--- src/rtl/fib_pkg.sv ---
`default_nettype none
// ============================================================================
//  Module      : fib_pkg
//  Description : Shared definitions for the Fibonacci engines (forward
//                generator and inverse search). Holds the common command
//                state encoding and the two seed values of the sequence.
//  Revision    : 1.0 - initial release
// ============================================================================
package fib_pkg;

    // Command state machine shared by the forward and inverse engines.
    typedef enum logic [1:0] {
        ST_IDLE   = 2'd0,
        ST_SEARCH = 2'd1,
        ST_DONE   = 2'd2
    } fib_state_t;

    // Seeds of the sequence: F(0)=0, F(1)=1.
    localparam int unsigned C_FIB_0 = 0;
    localparam int unsigned C_FIB_1 = 1;

endpackage : fib_pkg
`default_nettype wire

--- src/rtl/fib_index.sv ---
`default_nettype none
// ============================================================================
//  Module      : fib_index
//  Description : Inverse Fibonacci search. For an unsigned value N, walks the
//                sequence F(0)=0, F(1)=1, ... and reports the largest index k
//                with F(k) <= N, the value F(k), and whether F(k) == N.
//  Ports       : clk       - rising-edge clock
//                reset     - synchronous, active-low reset
//                start     - command strobe, honoured only in IDLE or DONE
//                din       - value N, captured on the accepted start edge
//                idx       - largest k with F(k) <= N
//                fib_floor - F(idx)
//                exact     - 1 when fib_floor == N
//                busy      - high while the search is running
//                done      - high once a result is ready, until next start
//  Revision    : 1.0 - initial release
// ============================================================================
module fib_index
    import fib_pkg::*;
#(
    parameter int WIDTH = 16,
    parameter int IDX_W = 8
) (
    input  logic             clk,
    input  logic             reset,
    input  logic             start,
    input  logic [WIDTH-1:0] din,
    output logic [IDX_W-1:0] idx,
    output logic [WIDTH-1:0] fib_floor,
    output logic             exact,
    output logic             busy,
    output logic             done
);

    localparam logic [IDX_W-1:0] C_IDX_ONE = {{(IDX_W-1){1'b0}}, 1'b1};

    // ------------------------------------------------------------------------
    // Registered state
    // ------------------------------------------------------------------------
    fib_state_t       r_state;
    logic [WIDTH-1:0] r_n;      // latched target value N
    logic [WIDTH-1:0] r_a;      // F(k)
    logic [WIDTH:0]   r_b;      // F(k+1); extra bit catches the terminal carry
    logic [IDX_W-1:0] r_k;
    logic [IDX_W-1:0] r_idx;
    logic [WIDTH-1:0] r_fib;
    logic             r_exact;
    logic             r_busy;
    logic             r_done;

    // ------------------------------------------------------------------------
    // Next-state values
    // ------------------------------------------------------------------------
    fib_state_t       w_state_nxt;
    logic [WIDTH-1:0] w_n_nxt;
    logic [WIDTH-1:0] w_a_nxt;
    logic [WIDTH:0]   w_b_nxt;
    logic [IDX_W-1:0] w_k_nxt;
    logic [IDX_W-1:0] w_idx_nxt;
    logic [WIDTH-1:0] w_fib_nxt;
    logic             w_exact_nxt;
    logic             w_done_nxt;
    logic             w_busy_nxt;
    logic             w_b_past_n;

    // A set carry bit always exceeds a WIDTH-bit N, so the overflow stop falls
    // out of the same comparison.
    assign w_b_past_n = (r_b > {1'b0, r_n});

    always_comb begin
        w_state_nxt = r_state;
        w_n_nxt     = r_n;
        w_a_nxt     = r_a;
        w_b_nxt     = r_b;
        w_k_nxt     = r_k;
        w_idx_nxt   = r_idx;
        w_fib_nxt   = r_fib;
        w_exact_nxt = r_exact;
        w_done_nxt  = r_done;

        case (r_state)
            ST_IDLE, ST_DONE: begin
                if (start) begin
                    w_n_nxt     = din;
                    w_a_nxt     = WIDTH'(C_FIB_0);
                    w_b_nxt     = (WIDTH+1)'(C_FIB_1);
                    w_k_nxt     = '0;
                    w_done_nxt  = 1'b0;
                    w_state_nxt = ST_SEARCH;
                end
            end
            ST_SEARCH: begin
                if (w_b_past_n) begin
                    w_idx_nxt   = r_k;
                    w_fib_nxt   = r_a;
                    w_exact_nxt = (r_a == r_n);
                    w_done_nxt  = 1'b1;
                    w_state_nxt = ST_DONE;
                end else begin
                    // b <= N here, so b fits in WIDTH bits and a+b cannot wrap.
                    w_a_nxt = r_b[WIDTH-1:0];
                    w_b_nxt = {1'b0, r_a} + r_b;
                    w_k_nxt = r_k + C_IDX_ONE;
                end
            end
            default: begin
                w_state_nxt = ST_IDLE;
            end
        endcase

        w_busy_nxt = (w_state_nxt == ST_SEARCH);
    end

    always_ff @(posedge clk) begin
        if (!reset) begin
            r_state <= ST_IDLE;
            r_n     <= '0;
            r_a     <= '0;
            r_b     <= '0;
            r_k     <= '0;
            r_idx   <= '0;
            r_fib   <= '0;
            r_exact <= 1'b0;
            r_busy  <= 1'b0;
            r_done  <= 1'b0;
        end else begin
            r_state <= w_state_nxt;
            r_n     <= w_n_nxt;
            r_a     <= w_a_nxt;
            r_b     <= w_b_nxt;
            r_k     <= w_k_nxt;
            r_idx   <= w_idx_nxt;
            r_fib   <= w_fib_nxt;
            r_exact <= w_exact_nxt;
            r_busy  <= w_busy_nxt;
            r_done  <= w_done_nxt;
        end
    end

    assign idx       = r_idx;
    assign fib_floor = r_fib;
    assign exact     = r_exact;
    assign busy      = r_busy;
    assign done      = r_done;

endmodule : fib_index
`default_nettype wire

--- config.mk ---
export PLATFORM = sky130hd
export DESIGN_NAME = fib_index
export DESIGN_NICKNAME = d
export VERILOG_FILES = /design/src/rtl/fib_pkg.sv /design/src/rtl/fib_index.sv
export SDC_FILE = /design/constraint.sdc
export NUM_CORES = 1
export LEC_CHECK = 0
export CAP_MARGIN = 20
export CORE_ASPECT_RATIO = 1.75
export CORE_UTILIZATION = 28
export DETAILED_ROUTE_END_ITERATION = 7
export HOLD_SLACK_MARGIN = 0.1
export PLACE_DENSITY = 0.47
export RECOVER_POWER = 100
export SYNTH_ARGS = -nofsm -noshare
export SYNTH_HDL_FRONTEND = slang
export SYNTH_SLANG_ARGS = --single-unit
--- constraint.sdc ---
create_clock -name clk -period 2.7 [get_ports clk]
set_input_delay 0.675 -clock clk [delete_from_list [all_inputs] [get_ports clk]]
set_output_delay 0.675 -clock clk [all_outputs]
set_load 0.02 [all_outputs]
After elaboration in Yosys (flattened, before gate mapping):

Index checks and enable logic that the tools add are counted.
Widths: inputs -> output; s select.

* multiply operators: 0
* bitwise logic cells: 0
* eq/ne operators: 7
* $add $sub $neg: 2
* divide/modulo/power cells: 0
* mux-type cells: 15
* reduce and logical (&&, ||, !) cells: 7
* shift-type cells: 0
* $lt $le $gt $ge: 1

Operators by type and width (count)
* $mux 17: 2
* $pmux 17 s2: 1
* $mux 16: 2
* $pmux 16 s2: 1
* $add 16x17->17: 1
* $gt 17x16->1: 1
* $eq 16x16->1: 1
* $mux 8: 2
* $pmux 8 s2: 1
* $add 8x1->8 const B: 1
* $ne 2x2->1 const B: 3
* $reduce_and 3->1: 2
* $eq 2x1->1 const B: 2
* $mux 2: 2
* $pmux 2 s2: 1
* $reduce_and 2->1: 2
* $eq 2x2->1 const B: 1
* $logic_not 2->1: 1
* $mux 1: 2
* $pmux 1 s2: 1
* $reduce_bool 2->1: 1
* $reduce_or 2->1: 1

* memory bits (writable): 0
* memory bits (read-only): 0
* latch bits: 0
* input port bits: 19
* memories kept: 0
* flip-flop bits (word level): 86
* word-level logic and storage cells: 42

Depth between registers and ports, before layout:

* depth after elaboration: 4
* depth in mapped cells: 11
* depth with buffers taken out: 9

Least setup slack after synthesis:

No wires, ideal clock.

* kind: register to register
* start: reg r_n[2]
* end: reg r_b[7]
* path slack: 0.196 ns
* clock period less this slack: 2.504 ns
* cell stages (with the launch flop): 11
* arrival time: 2.389 ns
* data required time: 2.585 ns
* cells stage by stage: dfxtp_1 > inv_1 > ha_1 > a21o_1 > a21o_1 > a221o_1 > a211o_1 > a21o_1 > buf_2 > and3_1 > o21a_1

* cells in the longest elaborated chain, start to end: 3

RTL lines
* from (decl): RTL line fib_index.sv:41 `logic [WIDTH-1:0] r_n;`
* from (signal assigned): RTL line fib_index.sv:128 `r_n <= w_n_nxt;`
* $gt 17x16->1: RTL line fib_index.sv:68 `assign w_b_past_n = (r_b > {1'b0, r_n});`
* $ne 2x2->1 (no line)
* $reduce_and 3->1 (no line)
* to (signal assigned): RTL line fib_index.sv:130 `r_b <= w_b_nxt;`
* to (decl): RTL line fib_index.sv:43 `logic [WIDTH:0] r_b;`

No other way between the ends.
A chain may end at the register's enable or synchronous reset.

Worst setup path in the final report:

* start: reg r_n[13]
* end: reg r_b[15]

The elaborated chain is that of the path after synthesis.

==> impl_table.tex <==
\begin{tabular}{lr}
\hline
Metric & Value \\
\hline
\multicolumn{2}{l}{\textbf{Die}} \\
\quad Number of top-level pins & 46 \\
\quad Vertical extent of the die & 167 um \\
\quad Chip Width & 96.3 um \\
\quad Number of cell rows & 60 \\
\quad Core region area & 0.0153 mm2 \\
\quad DIE AREA & 0.0161 mm2 \\
\quad Starting density of the core & 0.284 \\
\multicolumn{2}{l}{\textbf{Global routing}} \\
\quad Total routing usage reported by global routing & 0.152 \\
\quad Largest net degree at the start of global routing & 74 \\
\quad Wire length of the first global-routing pass & 18,700 um \\
\quad Number of global-route vias before repair & 3,778 \\
\quad Total grt overflow & 0 \\
\quad Antenna violations before repair & 0 \\
\quad Peak-usage layer in the global routing report & met2 \\
\quad Met1 routing resource usage after global routing & 0.174 \\
\quad Routing usage on met2 & 0.263 \\
\quad Met3 global-route usage & 0.0219 \\
\multicolumn{2}{l}{\textbf{Clock network}} \\
\quad Clock Sink Count & 86 \\
\quad Post-CTS setup buffer count & 0 \\
\quad CTS HTree Levels & 3 \\
\quad Clock-pin slew on the worst setup and hold paths & 0.06 ns \\
\quad Clock tree from TritonCTS & built \\
\quad Skew-Pair Late Insertion Delay & 0.34 ns \\
\quad Maximum buffer depth of the clock tree & 2 \\
\quad CTS hold repair buffers & 0 \\
\quad Clock Tree Root & sky130\_fd\_sc\_hd\_\_clkbuf\_16 \\
\quad Num CTS Buffers & 9 \\
\multicolumn{2}{l}{\textbf{Timing}} \\
\quad Transition time at the pin with the least slew margin & 0.905 ns \\
\quad Unrepaired setup endpoints after global routing & false \\
\quad Fmax & 389 MHz \\
\quad Final setup fails & 0 \\
\quad Final number of hold-violating endpoints & 0 \\
\quad Final critical path time including I/O delays and setup & 2.57 ns \\
\quad Number of max-slew violations in the final report & 0 \\
\quad Setup slack after layout & 0.129 ns \\
\quad Worst-case hold slack & 0.461 ns \\
\quad Final worst-path cycle share & 0.952 \\
\quad Final Skew & 0.00676 ns \\
\quad Worst max-slew margin expressed relative to the limit & 0.397 \\
\multicolumn{2}{l}{\textbf{Synth}} \\
\quad Total of flip-flops plus latches after synthesis & 86 \\
\quad Cells after synthesis & 508 \\
\quad Count of flip-flops with a built-in enable after synthesis & 0 \\
\quad Async S/R FF share, synth & 0 \\
\quad Syn. warnings & 0 \\
\quad Post-synth design cell area & 0.00436 mm2 \\
\quad Post-synth cell types & 44 \\
\quad Primary FF master, synth & sky130\_fd\_sc\_hd\_\_dfxtp\_1 \\
\quad Number of nets in the synthesized netlist & 561 \\
\quad Mean instance size in the synthesized netlist & 8.58 um2 \\
\quad Sequential fraction of the synthesis area & 0.395 \\
\multicolumn{2}{l}{\textbf{Worst setup path}} \\
\quad Kind of launch point of the worst setup path & flip-flop \\
\quad Critical path capture point type & flip-flop \\
\quad CP endpoint & r\_b[15]\$\_SDFFE\_PN0P\_ \\
\quad Type of the worst setup path & reg2reg \\
\quad Maximum fanout along the worst path & 4 \\
\quad Reg-to-reg critical path startpoint & r\_n[13]\$\_SDFFE\_PN0P\_ \\
\quad Arrival time at the worst endpoint & 2.80 ns \\
\quad Worst reg-to-reg path cell count & 12 \\
\quad Startpoint of the worst setup timing path & r\_n[13]\$\_SDFFE\_PN0P\_ \\
\quad Required time at the endpoint of the critical path & 2.93 ns \\
\quad Reg2Reg Capture Point & r\_b[15]\$\_SDFFE\_PN0P\_ \\
\quad Register-to-register setup slack & 0.13 ns \\
\multicolumn{2}{l}{\textbf{Placement}} \\
\quad Post-detailed-placement half-perimeter wirelength & 8170 um \\
\quad Post-Place Worst Slack & -0.0259 ns \\
\quad Cell count after placement & 746 \\
\quad Final weighted congestion in routability-driven placement & 0.833 \\
\quad Cell area after placement & 0.00522 mm2 \\
\quad Count of buffers inserted at the top-level ports & 45 \\
\multicolumn{2}{l}{\textbf{Finish}} \\
\quad Number of nets at the end of the flow & 627 \\
\quad Fin area & 0.00567 mm2 \\
\quad Number of cells in the finished layout apart from fillers & 764 \\
\quad Area growth from synthesis to final layout & 30.1\% \\
\quad Antenna Cells & 0 \\
\quad Layout filler cell count & 1,612 \\
\quad Most common cell after layout, fill and taps aside & sky130\_fd\_sc\_hd\_\_dfxtp\_1 \\
\quad Fraction of final layout cells sized beyond drive strength 1 & 0.114 \\
\quad Top library cells by usage in the layout, fill and taps aside & sky130\_fd\_sc\_hd\_\_dfxtp\_1, sky130\_fd\_sc\_hd\_\_nand2\_1, sky130\_fd\_sc\_hd\_\_a21oi\_1, sky130\_fd\_sc\_hd\_\_nand3\_1, sky130\_fd\_sc\_hd\_\_nor2\_1 \\
\multicolumn{2}{l}{\textbf{Routing}} \\
\quad Violation count after the first detailed-route iteration & 111 \\
\quad Per-cell routed wire length & 15.7 um \\
\quad Wire length after detailed routing & 12,000 um \\
\quad Vias & 3,791 \\
\quad Number of routed nets with antenna violations & 0 \\
\quad Drt via density & 4.96 \\
\quad Drt first pass iters & 4 \\
\quad Post-route DRC & 0 \\
\multicolumn{2}{l}{\textbf{Hold path}} \\
\quad Hold/Removal Path Class & reg2reg \\
\multicolumn{2}{l}{\textbf{Flow run}} \\
\quad Maxcap violations & 0 \\
\multicolumn{2}{l}{\textbf{Power}} \\
\quad Power density of the placed cells & 552 mW/mm2 \\
\quad Peak ir drop on the vdd network & 0.311 mV \\
\quad Static leakage & 0.00251 uW \\
\multicolumn{2}{l}{\textbf{Outcome}} \\
\quad Result of the run & complete, no violations \\
\hline
\end{tabular}
==> worst max-delay path, stage by stage, from the launching register on <==
cell                      delay [ns]
sky130_fd_sc_hd__dfxtp_1        0.37
sky130_fd_sc_hd__inv_1          0.06
sky130_fd_sc_hd__ha_1           0.28
sky130_fd_sc_hd__and4b_1        0.20
sky130_fd_sc_hd__nand3_1        0.22
sky130_fd_sc_hd__nor3_2         0.08
sky130_fd_sc_hd__buf_4          0.14
sky130_fd_sc_hd__a211o_1        0.31
sky130_fd_sc_hd__buf_4          0.17
sky130_fd_sc_hd__a21oi_4        0.19
sky130_fd_sc_hd__nor3_1         0.07
sky130_fd_sc_hd__buf_4          0.15
sky130_fd_sc_hd__a22o_1         0.22
==> state kept, by name (all words and copies together), names as in the netlist <==
signal,flops
r_a,16
r_k,8
r_n,16
fib_floor,16
idx,8
exact,1
done,1
r_b,17
busy,1
r_state,2
==> stage by stage <==
step | power, uW | util | TNS (ns)
final | 3130 | 0.370 | 0
after floorplan | 1560 | - | 0
after CTS | 3150 | 0.363 | 0
after detailed placement | 1730 | 0.341 | -0.0654
after global placement | 1720 | 0.341 | 0
after global routing | 3270 | 0.370 | 0
==> layer usage <==
| layer | wire [um] | vias up |
|---|---|---|
| li1 | - | 1908 |
| met3 | 409 | 21 |
| met4 | 405 | 0 |
| met1 | 4820 | 1790 |
| met5 | 0 | - |
| met2 | 6380 | 72 |
==> logic make-up after synthesis <==
kind of cell | count (synthesis) | synth area share
AO/OA/AOI/OAI | 119 | 0.167
XOR/XNOR | 28 | 0.0563
adder cells (fa/ha/maj) | 34 | 0.0994
buffers and inverters | 47 | 0.0471
flip-flops | 86 | 0.395
multiplexers | 25 | 0.0574
AND/OR/NAND/NOR | 169 | 0.178
==> synthesized netlist by cell type (5+ instances only) <==
| library cell | n | area, um2 |
|---|---|---|
| sky130_fd_sc_hd__nand3_1 | 37 | 185 |
| sky130_fd_sc_hd__ha_1 | 33 | 413 |
| sky130_fd_sc_hd__a21oi_1 | 64 | 320 |
| sky130_fd_sc_hd__nor2_1 | 33 | 124 |
| sky130_fd_sc_hd__buf_2 | 5 | 25.0 |
| sky130_fd_sc_hd__dfxtp_1 | 86 | 1720 |
| sky130_fd_sc_hd__clkbuf_1 | 15 | 56.3 |
| sky130_fd_sc_hd__mux2i_1 | 25 | 250 |
| sky130_fd_sc_hd__a21o_1 | 8 | 60.1 |
| sky130_fd_sc_hd__nand2_1 | 63 | 236 |
| sky130_fd_sc_hd__o21a_1 | 9 | 67.6 |
| sky130_fd_sc_hd__and3_1 | 7 | 43.8 |
| sky130_fd_sc_hd__o21ai_0 | 13 | 65.1 |
| sky130_fd_sc_hd__a211oi_1 | 5 | 37.5 |
| sky130_fd_sc_hd__xnor2_1 | 24 | 210 |
| sky130_fd_sc_hd__inv_1 | 21 | 78.8 |
| sky130_fd_sc_hd__nor3_1 | 7 | 35.0 |
==> worst min-delay path by stage <==
stage,start,to,slack [ns],depth (start not counted)
2_1_floorplan,r_b[0]$_SDFFE_PN0P_,r_a[0]$_SDFFE_PN0P_,0.45,2
3_3_place_gp,done$_SDFFE_PN0P_,done$_SDFFE_PN0P_,0.44,2
3_5_place_dp,done$_SDFFE_PN0P_,done$_SDFFE_PN0P_,0.45,2
4_1_cts,done$_SDFFE_PN0P_,done$_SDFFE_PN0P_,0.46,2
5_1_grt,done$_SDFFE_PN0P_,done$_SDFFE_PN0P_,0.48,2
6_report,done$_SDFFE_PN0P_,done$_SDFFE_PN0P_,0.46,2
==> repair_timing <==
action                                  4_1_cts  5_1_grt
cloned                                        0        3
endpoints found under the setup margin       16       55
pin swaps                                     1        5
resized for setup                             2       12
==> area by class of cell <==
cell class,instances,area [um2],area share
inverters,21,78.8,0.0139
multi-input cells,375,2500,0.440
flip-flops and latches,86,1720,0.304
clock inverters,4,95.1,0.0168
clock buffers,11,243,0.0428
repair buffers,81,800,0.141
well taps,186,233,0.0411
==> report_power, final <==
part           leakage (uW)  internal [uW]  switching, uW
Clock              0.000166            923            488
Sequential         0.000696           1300           21.5
Combinational       0.00165            169            233
Power figures use the tool's default switching activity.
